## src/rtl/fetch_stage_if.sv

```systemverilog
// Instruction-memory request/response channel between the fetch stage and imem.
interface fetch_stage_if;
  logic        imem_req_valid;
  logic        imem_req_ready;
  logic [31:0] imem_req_addr;
  logic        imem_rsp_valid;
  logic [31:0] imem_rsp_data;

  // Fetch stage side: issues requests and consumes responses.
  modport master (
    output imem_req_valid,
    output imem_req_addr,
    input  imem_req_ready,
    input  imem_rsp_valid,
    input  imem_rsp_data
  );

  // Memory side: accepts requests and returns instruction words.
  modport slave (
    input  imem_req_valid,
    input  imem_req_addr,
    output imem_req_ready,
    output imem_rsp_valid,
    output imem_rsp_data
  );
endinterface

```

## src/rtl/fetch_stage.sv

```systemverilog
// Fetch stage: PC generation, single-outstanding imem handshake and the
// producer half of the IF/ID register, with stall back-pressure and redirect flush.
module fetch_stage #(
  parameter logic [31:0] RESET_PC  = 32'h0000_0000,
  parameter logic [31:0] NOP_INSTR = 32'h0000_0013
) (
  input  logic          clk,
  input  logic          rst,
  input  logic          stall,
  input  logic          redirect_valid,
  input  logic [31:0]   redirect_pc,
  fetch_stage_if.master imem,
  output logic [31:0]   pre_address_pc,
  output logic [31:0]   instruction_fetch,
  output logic          fetch_valid
);

  localparam int unsigned XLEN = 32;
  localparam logic [XLEN-1:0] PC_STEP = XLEN'(4);

  typedef enum logic [1:0] {
    S_REQ  = 2'd0,  // request may be issued at pc
    S_WAIT = 2'd1,  // request accepted, waiting for the response
    S_HOLD = 2'd2,  // response parked in the skid register, ibuf full
    S_DROP = 2'd3   // outstanding response belongs to a flushed path
  } state_t;

  typedef struct packed {
    logic [XLEN-1:0] pc;
    logic [XLEN-1:0] instr;
    logic            valid;
  } ibuf_t;

  state_t          state_q, state_d;
  logic [XLEN-1:0] pc_q, pc_d;
  ibuf_t           ibuf_q, ibuf_d;
  logic [XLEN-1:0] skid_q, skid_d;

  logic            consume_c;
  logic            space_c;
  logic            req_valid_c;

  // IF/ID takes the buffered pair this cycle; ibuf can accept a load this cycle.
  assign consume_c = ibuf_q.valid & ~stall;
  assign space_c   = ~ibuf_q.valid | consume_c;

  // State registers with synchronous reset.
  always_ff @(posedge clk) begin
    if (rst) begin
      state_q <= S_REQ;
      pc_q    <= RESET_PC;
      ibuf_q  <= '0;
      skid_q  <= '0;
    end else begin
      state_q <= state_d;
      pc_q    <= pc_d;
      ibuf_q  <= ibuf_d;
      skid_q  <= skid_d;
    end
  end

  // Next-state, ibuf/pc update and request valid; redirect overrides everything.
  always_comb begin
    state_d     = state_q;
    pc_d        = pc_q;
    ibuf_d      = ibuf_q;
    skid_d      = skid_q;
    req_valid_c = 1'b0;

    if (consume_c) begin
      ibuf_d.valid = 1'b0;
    end

    if (redirect_valid) begin
      ibuf_d.valid = 1'b0;
      pc_d         = redirect_pc;
      case (state_q)
        // A response still in flight must be swallowed unless it lands right now.
        S_WAIT, S_DROP: state_d = imem.imem_rsp_valid ? S_REQ : S_DROP;
        default:        state_d = S_REQ;
      endcase
    end else begin
      case (state_q)
        S_REQ: begin
          req_valid_c = 1'b1;
          if (imem.imem_req_ready) begin
            state_d = S_WAIT;
          end
        end
        S_WAIT: begin
          if (imem.imem_rsp_valid) begin
            if (space_c) begin
              ibuf_d.pc    = pc_q;
              ibuf_d.instr = imem.imem_rsp_data;
              ibuf_d.valid = 1'b1;
              pc_d         = pc_q + PC_STEP;
              state_d      = S_REQ;
            end else begin
              skid_d  = imem.imem_rsp_data;
              state_d = S_HOLD;
            end
          end
        end
        S_HOLD: begin
          if (space_c) begin
            ibuf_d.pc    = pc_q;
            ibuf_d.instr = skid_q;
            ibuf_d.valid = 1'b1;
            pc_d         = pc_q + PC_STEP;
            state_d      = S_REQ;
          end
        end
        S_DROP: begin
          if (imem.imem_rsp_valid) begin
            state_d = S_REQ;
          end
        end
        default: state_d = S_REQ;
      endcase
    end
  end

  // Request channel: address is the pc register, held until accepted.
  assign imem.imem_req_valid = req_valid_c;
  assign imem.imem_req_addr  = pc_q;

  // Presented pair comes straight from ibuf; a bubble shows the NOP encoding.
  assign pre_address_pc    = ibuf_q.pc;
  assign instruction_fetch = ibuf_q.valid ? ibuf_q.instr : NOP_INSTR;
  assign fetch_valid       = ibuf_q.valid;

endmodule

```

## src/flat_wrapper.sv

```systemverilog
// flat-port wrapper written by rule: the top's interface ports become plain ports
module fetch_stage_flat 
#(
  parameter logic [31:0] RESET_PC  = 32'h0000_0000,
  parameter logic [31:0] NOP_INSTR = 32'h0000_0013
)
  (clk, rst, stall, redirect_valid, redirect_pc, pre_address_pc, instruction_fetch, fetch_valid, imem_imem_req_valid, imem_imem_req_addr, imem_imem_req_ready, imem_imem_rsp_valid, imem_imem_rsp_data);
  fetch_stage_if imem_i ();
  input  logic clk;
  input  logic rst;
  input  logic stall;
  input  logic redirect_valid;
  input  logic [31:0] redirect_pc;
  output logic [31:0] pre_address_pc;
  output logic [31:0] instruction_fetch;
  output logic fetch_valid;
  output wire logic [$bits(imem_i.imem_req_valid)-1:0] imem_imem_req_valid;
  output wire logic [$bits(imem_i.imem_req_addr)-1:0] imem_imem_req_addr;
  input wire logic [$bits(imem_i.imem_req_ready)-1:0] imem_imem_req_ready;
  input wire logic [$bits(imem_i.imem_rsp_valid)-1:0] imem_imem_rsp_valid;
  input wire logic [$bits(imem_i.imem_rsp_data)-1:0] imem_imem_rsp_data;
  assign imem_imem_req_valid = imem_i.imem_req_valid;
  assign imem_imem_req_addr = imem_i.imem_req_addr;
  assign imem_i.imem_req_ready = imem_imem_req_ready;
  assign imem_i.imem_rsp_valid = imem_imem_rsp_valid;
  assign imem_i.imem_rsp_data = imem_imem_rsp_data;
  fetch_stage #(.RESET_PC(RESET_PC), .NOP_INSTR(NOP_INSTR)) u_core (.clk(clk), .rst(rst), .stall(stall), .redirect_valid(redirect_valid), .redirect_pc(redirect_pc), .imem(imem_i), .pre_address_pc(pre_address_pc), .instruction_fetch(instruction_fetch), .fetch_valid(fetch_valid));
endmodule
```

## config.mk

```make
export PLATFORM = sky130hd
export DESIGN_NAME = fetch_stage_flat
export DESIGN_NICKNAME = d
export VERILOG_FILES = /design/src/rtl/fetch_stage_if.sv /design/src/rtl/fetch_stage.sv /design/src/flat_wrapper.sv
export SDC_FILE = /design/constraint.sdc
export NUM_CORES = 1
export LEC_CHECK = 0
export BUFFER_PORTS_ARGS = -buffer_cell sky130_fd_sc_hd__buf_2
export CORE_UTILIZATION = 55
export CTS_BUF_LIST = sky130_fd_sc_hd__clkbuf_2 sky130_fd_sc_hd__clkbuf_4 sky130_fd_sc_hd__clkbuf_8
export CTS_CLUSTER_DIAMETER = 150
export DETAILED_ROUTE_END_ITERATION = 6
export GPL_ROUTABILITY_DRIVEN = 0
export PLACE_DENSITY = 0.85
export SLEW_MARGIN = 5
export SYNTH_ARGS = -nofsm -noshare
export SYNTH_HDL_FRONTEND = slang
export SYNTH_SLANG_ARGS = --single-unit
```

## constraint.sdc

```tcl
create_clock -name clk -period 3.1 [get_ports clk]
set_clock_uncertainty 0.1 [all_clocks]
set_input_delay 0.31 -clock clk [delete_from_list [all_inputs] [get_ports clk]]
set_output_delay 0.31 -clock clk [all_outputs]
set_load 0.05 [all_outputs]
```

==> results.md <==
- Clock latency at the later pin of the worst-skew pair: 0.45 ns
- Static leakage: 0.00294 µW
- End-of-flow core utilization: 68.3%
- Num ports: 168
- Die extent in y: 109 µm
- Post-route cell area: 7510 µm²
- Layout Area Growth over Synthesis: 19.4%
- Peak VDD IR: 0.000429 V
- Share of the clock period used by the worst path: 86.8%
- Post-synthesis register bit count: 131
- Critical Path Source Type: flip-flop
- Req. time, crit path: 3.30 ns
- Actual slew at the worst max-slew pin: 1.16 ns
- Biggest area consumer among synthesized cells: sky130_fd_sc_hd__dfxtp_1
- Most frequent cells in the layout: sky130_fd_sc_hd__buf_2, sky130_fd_sc_hd__dfxtp_1, sky130_fd_sc_hd__nand2_1
- Port Buffer Count: 167
- Clock-pin slew reported for the worst setup and hold paths after clock tree synthesis: 0.08 ns
- Number of setup violations in the final report: 0
- Number of synthesized flops with an enable pin: 0
- Site row count: 38
- Most common cell after layout, fill and taps aside: sky130_fd_sc_hd__buf_2
- Fill cell count: 919
- Post-synth net total: 842
- Async set or reset register ratio after synthesis: 0%
- Area occupied by registers: 2620 µm²
- Crit path max fanout: 37
- Vias in the first global route: 5,655
- Clock Tree Buf Depth: 2
- Post-synthesis sequential area ratio: 41.7%
- Final Hold Viols: 0
- Total power divided by cell area: 534 nW/µm²
- Worst EP arrival: 2.89 ns
- PnR Total Power: 4010 µW
- Shortest period the worst path allows: 2.69 ns
- Run status: finished, final reports clean
- Largest net degree at the start of global routing: 75
- Area share of the leading cell type in the synthesized netlist: 41.7%
- Flip-flop cell with the highest count after synthesis: sky130_fd_sc_hd__dfxtp_1
- Root buffer cell: sky130_fd_sc_hd__clkbuf_8
- CTS tree: done
- Category of the worst setup path capture point: flip-flop
- Residual DRC count: 0
- Syn Inst Count: 767
- Final-report max-slew violation count: 0
- Antenna viol nets, final: 0
- Antenna Diode Count: 0
- Share of cells above drive strength 1: 24.9%
- Worst hold path type: in2reg
- Initial Util: 57.3%
- Number of design-rule violations left by the first detailed-router iteration: 489
- Num CTS Buffers: 17
- Relative slew slack: 22.8%
- Sum of routed wire length over all layers: 17,100 µm
- Number of instances resized during post-cts repair: 0
- Cell area after technology mapping: 6290 µm²
- Critical path class: reg2reg
- Number of optimization iterations in the first detailed-route pass: 5
- Total negative setup slack: 0 ns
- First-pass GRT wire length: 26,900 µm
- Syn avg cell area: 8.20 µm²
- Setup repair after global routing missed its margin: false
- Overflow left after global routing: 0
- Die area: 11,900 µm²
- Via count of the routed design: 6,296
- Worst reg2reg path depth: 7
- Per-cell routed wire length: 16.6 µm
- Worst hold slack across all endpoints: 0.00915 ns
- Count of cell types in the netlist: 53
- Detailed placement HPWL: 10,800 µm
- Max cap viols: 0
- Area of the placeable core: 11,000 µm²
- Die boundary width: 109 µm
- Number of nets in the layout: 951
- Vias per inst: 6.12
- Warning count from the yosys run: 0
- Placed Area: 6950 µm²
- Antenna violations before repair: 0
- Worst Hold Depth: 3
- Clock H-tree levels: 4
- Upper clock frequency limit: 371 MHz
- Area of combinational cells with multiple inputs: 3170 µm²
- Clock sink count: 131
- Leading post-synthesis cells by cell area: sky130_fd_sc_hd__dfxtp_1, sky130_fd_sc_hd__a21oi_1, sky130_fd_sc_hd__nand2_1, sky130_fd_sc_hd__a32oi_1, sky130_fd_sc_hd__nor2_1
- All-layer global routing usage: 28.8%
## layer usage
metal	up-vias	GRT usage (%)	routed length, µm
li1	3011	-	-
met1	2948	35.9	7190
met2	301	46.8	8030
met3	36	8.25	1490
met4	0	11.3	383
met5	-	0	0
## final cells by class
class | count | share of cell area (%)
clock buffer | 18 | 3.30
clock inverter | 13 | 3.08
inverter | 6 | 0.300
multi-input combinational | 529 | 42.2
sequential | 131 | 34.9
tap | 140 | 2.33
timing repair buffer | 191 | 13.8
## power breakdown
| part | switching (µW) | internal [µW] |
|---|---|---|
| Sequential | 54.5 | 1720 |
| Combinational | 362 | 144 |
| Clock | 679 | 1060 |
| Total | 1100 | 2920 |
## critical path, stage by stage, from the launching register on
cell and delay (ns):
sky130_fd_sc_hd__dfxtp_1 0.33, sky130_fd_sc_hd__inv_1 0.09, sky130_fd_sc_hd__ha_1 0.27, sky130_fd_sc_hd__buf_4 0.42, sky130_fd_sc_hd__nand2_1 0.14, sky130_fd_sc_hd__or3_1 0.84, sky130_fd_sc_hd__nand2_1 0.26, sky130_fd_sc_hd__a21oi_1 0.09
## Yosys cell counts, types with 8 or more instances
cell / number
sky130_fd_sc_hd__dfxtp_1: 131
sky130_fd_sc_hd__nand2_1: 86
sky130_fd_sc_hd__nor2_1: 74
sky130_fd_sc_hd__a21oi_1: 66
sky130_fd_sc_hd__clkbuf_1: 61
sky130_fd_sc_hd__nor4_1: 43
sky130_fd_sc_hd__a32oi_1: 34
sky130_fd_sc_hd__and2_1: 33
sky130_fd_sc_hd__buf_4: 33
sky130_fd_sc_hd__nand3_1: 18
sky130_fd_sc_hd__a22o_1: 17
sky130_fd_sc_hd__a22oi_1: 15
sky130_fd_sc_hd__a311oi_1: 14
sky130_fd_sc_hd__nand4_1: 14
sky130_fd_sc_hd__or4_1: 9
sky130_fd_sc_hd__a211oi_1: 8
sky130_fd_sc_hd__and3_1: 8
## kinds of logic after synthesis
group           share of synthesized area [%]
compound gates                           21.9
simple gates                             25.3
xor+xnor                                0.975
fa+ha+maj                               0.995
buf+inv                                  8.42
mux                                     0.657
flops                                    41.7
## flip-flops by register name, indices dropped and copies added (netlist names)
register,cells
u_core.fetch_valid,1
u_core.pre_address_pc,32
u_core.ibuf_q,32
u_core.state_q,2
u_core.imem.imem_req_addr,32
u_core.skid_q,32
## path summary, 6_finish.rpt
kind | slack (ns) | from | to
setup / recovery | 0.41 | u_core.state_q[1]$_SDFFE_PP0P_ | u_core.skid_q[13]$_SDFFE_PP0P_
hold / removal | 0.009 | imem_imem_rsp_data[22] | u_core.skid_q[22]$_SDFFE_PP0P_
setup reg to reg | 0.41 | u_core.state_q[1]$_SDFFE_PP0P_ | u_core.skid_q[13]$_SDFFE_PP0P_
hold reg to reg | 0.35 | u_core.skid_q[1]$_SDFFE_PP0P_ | u_core.skid_q[1]$_SDFFE_PP0P_
## per-stage QoR
stage               setup slack, ns  cells
floorplan                     0.536    767
detailed placement            0.423    989
finish                        0.408   1028
global placement              0.526    989
CTS                           0.413   1023
global route                  0.290   1028
## repair_timing
action | CTS | global route
endpoints found under the setup margin | 0 | 0
setup buffers | 0 | 0
hold endpoints to repair | 3 | 5
hold buffers | 3 | 5
Power figures use the tool's default switching activity.
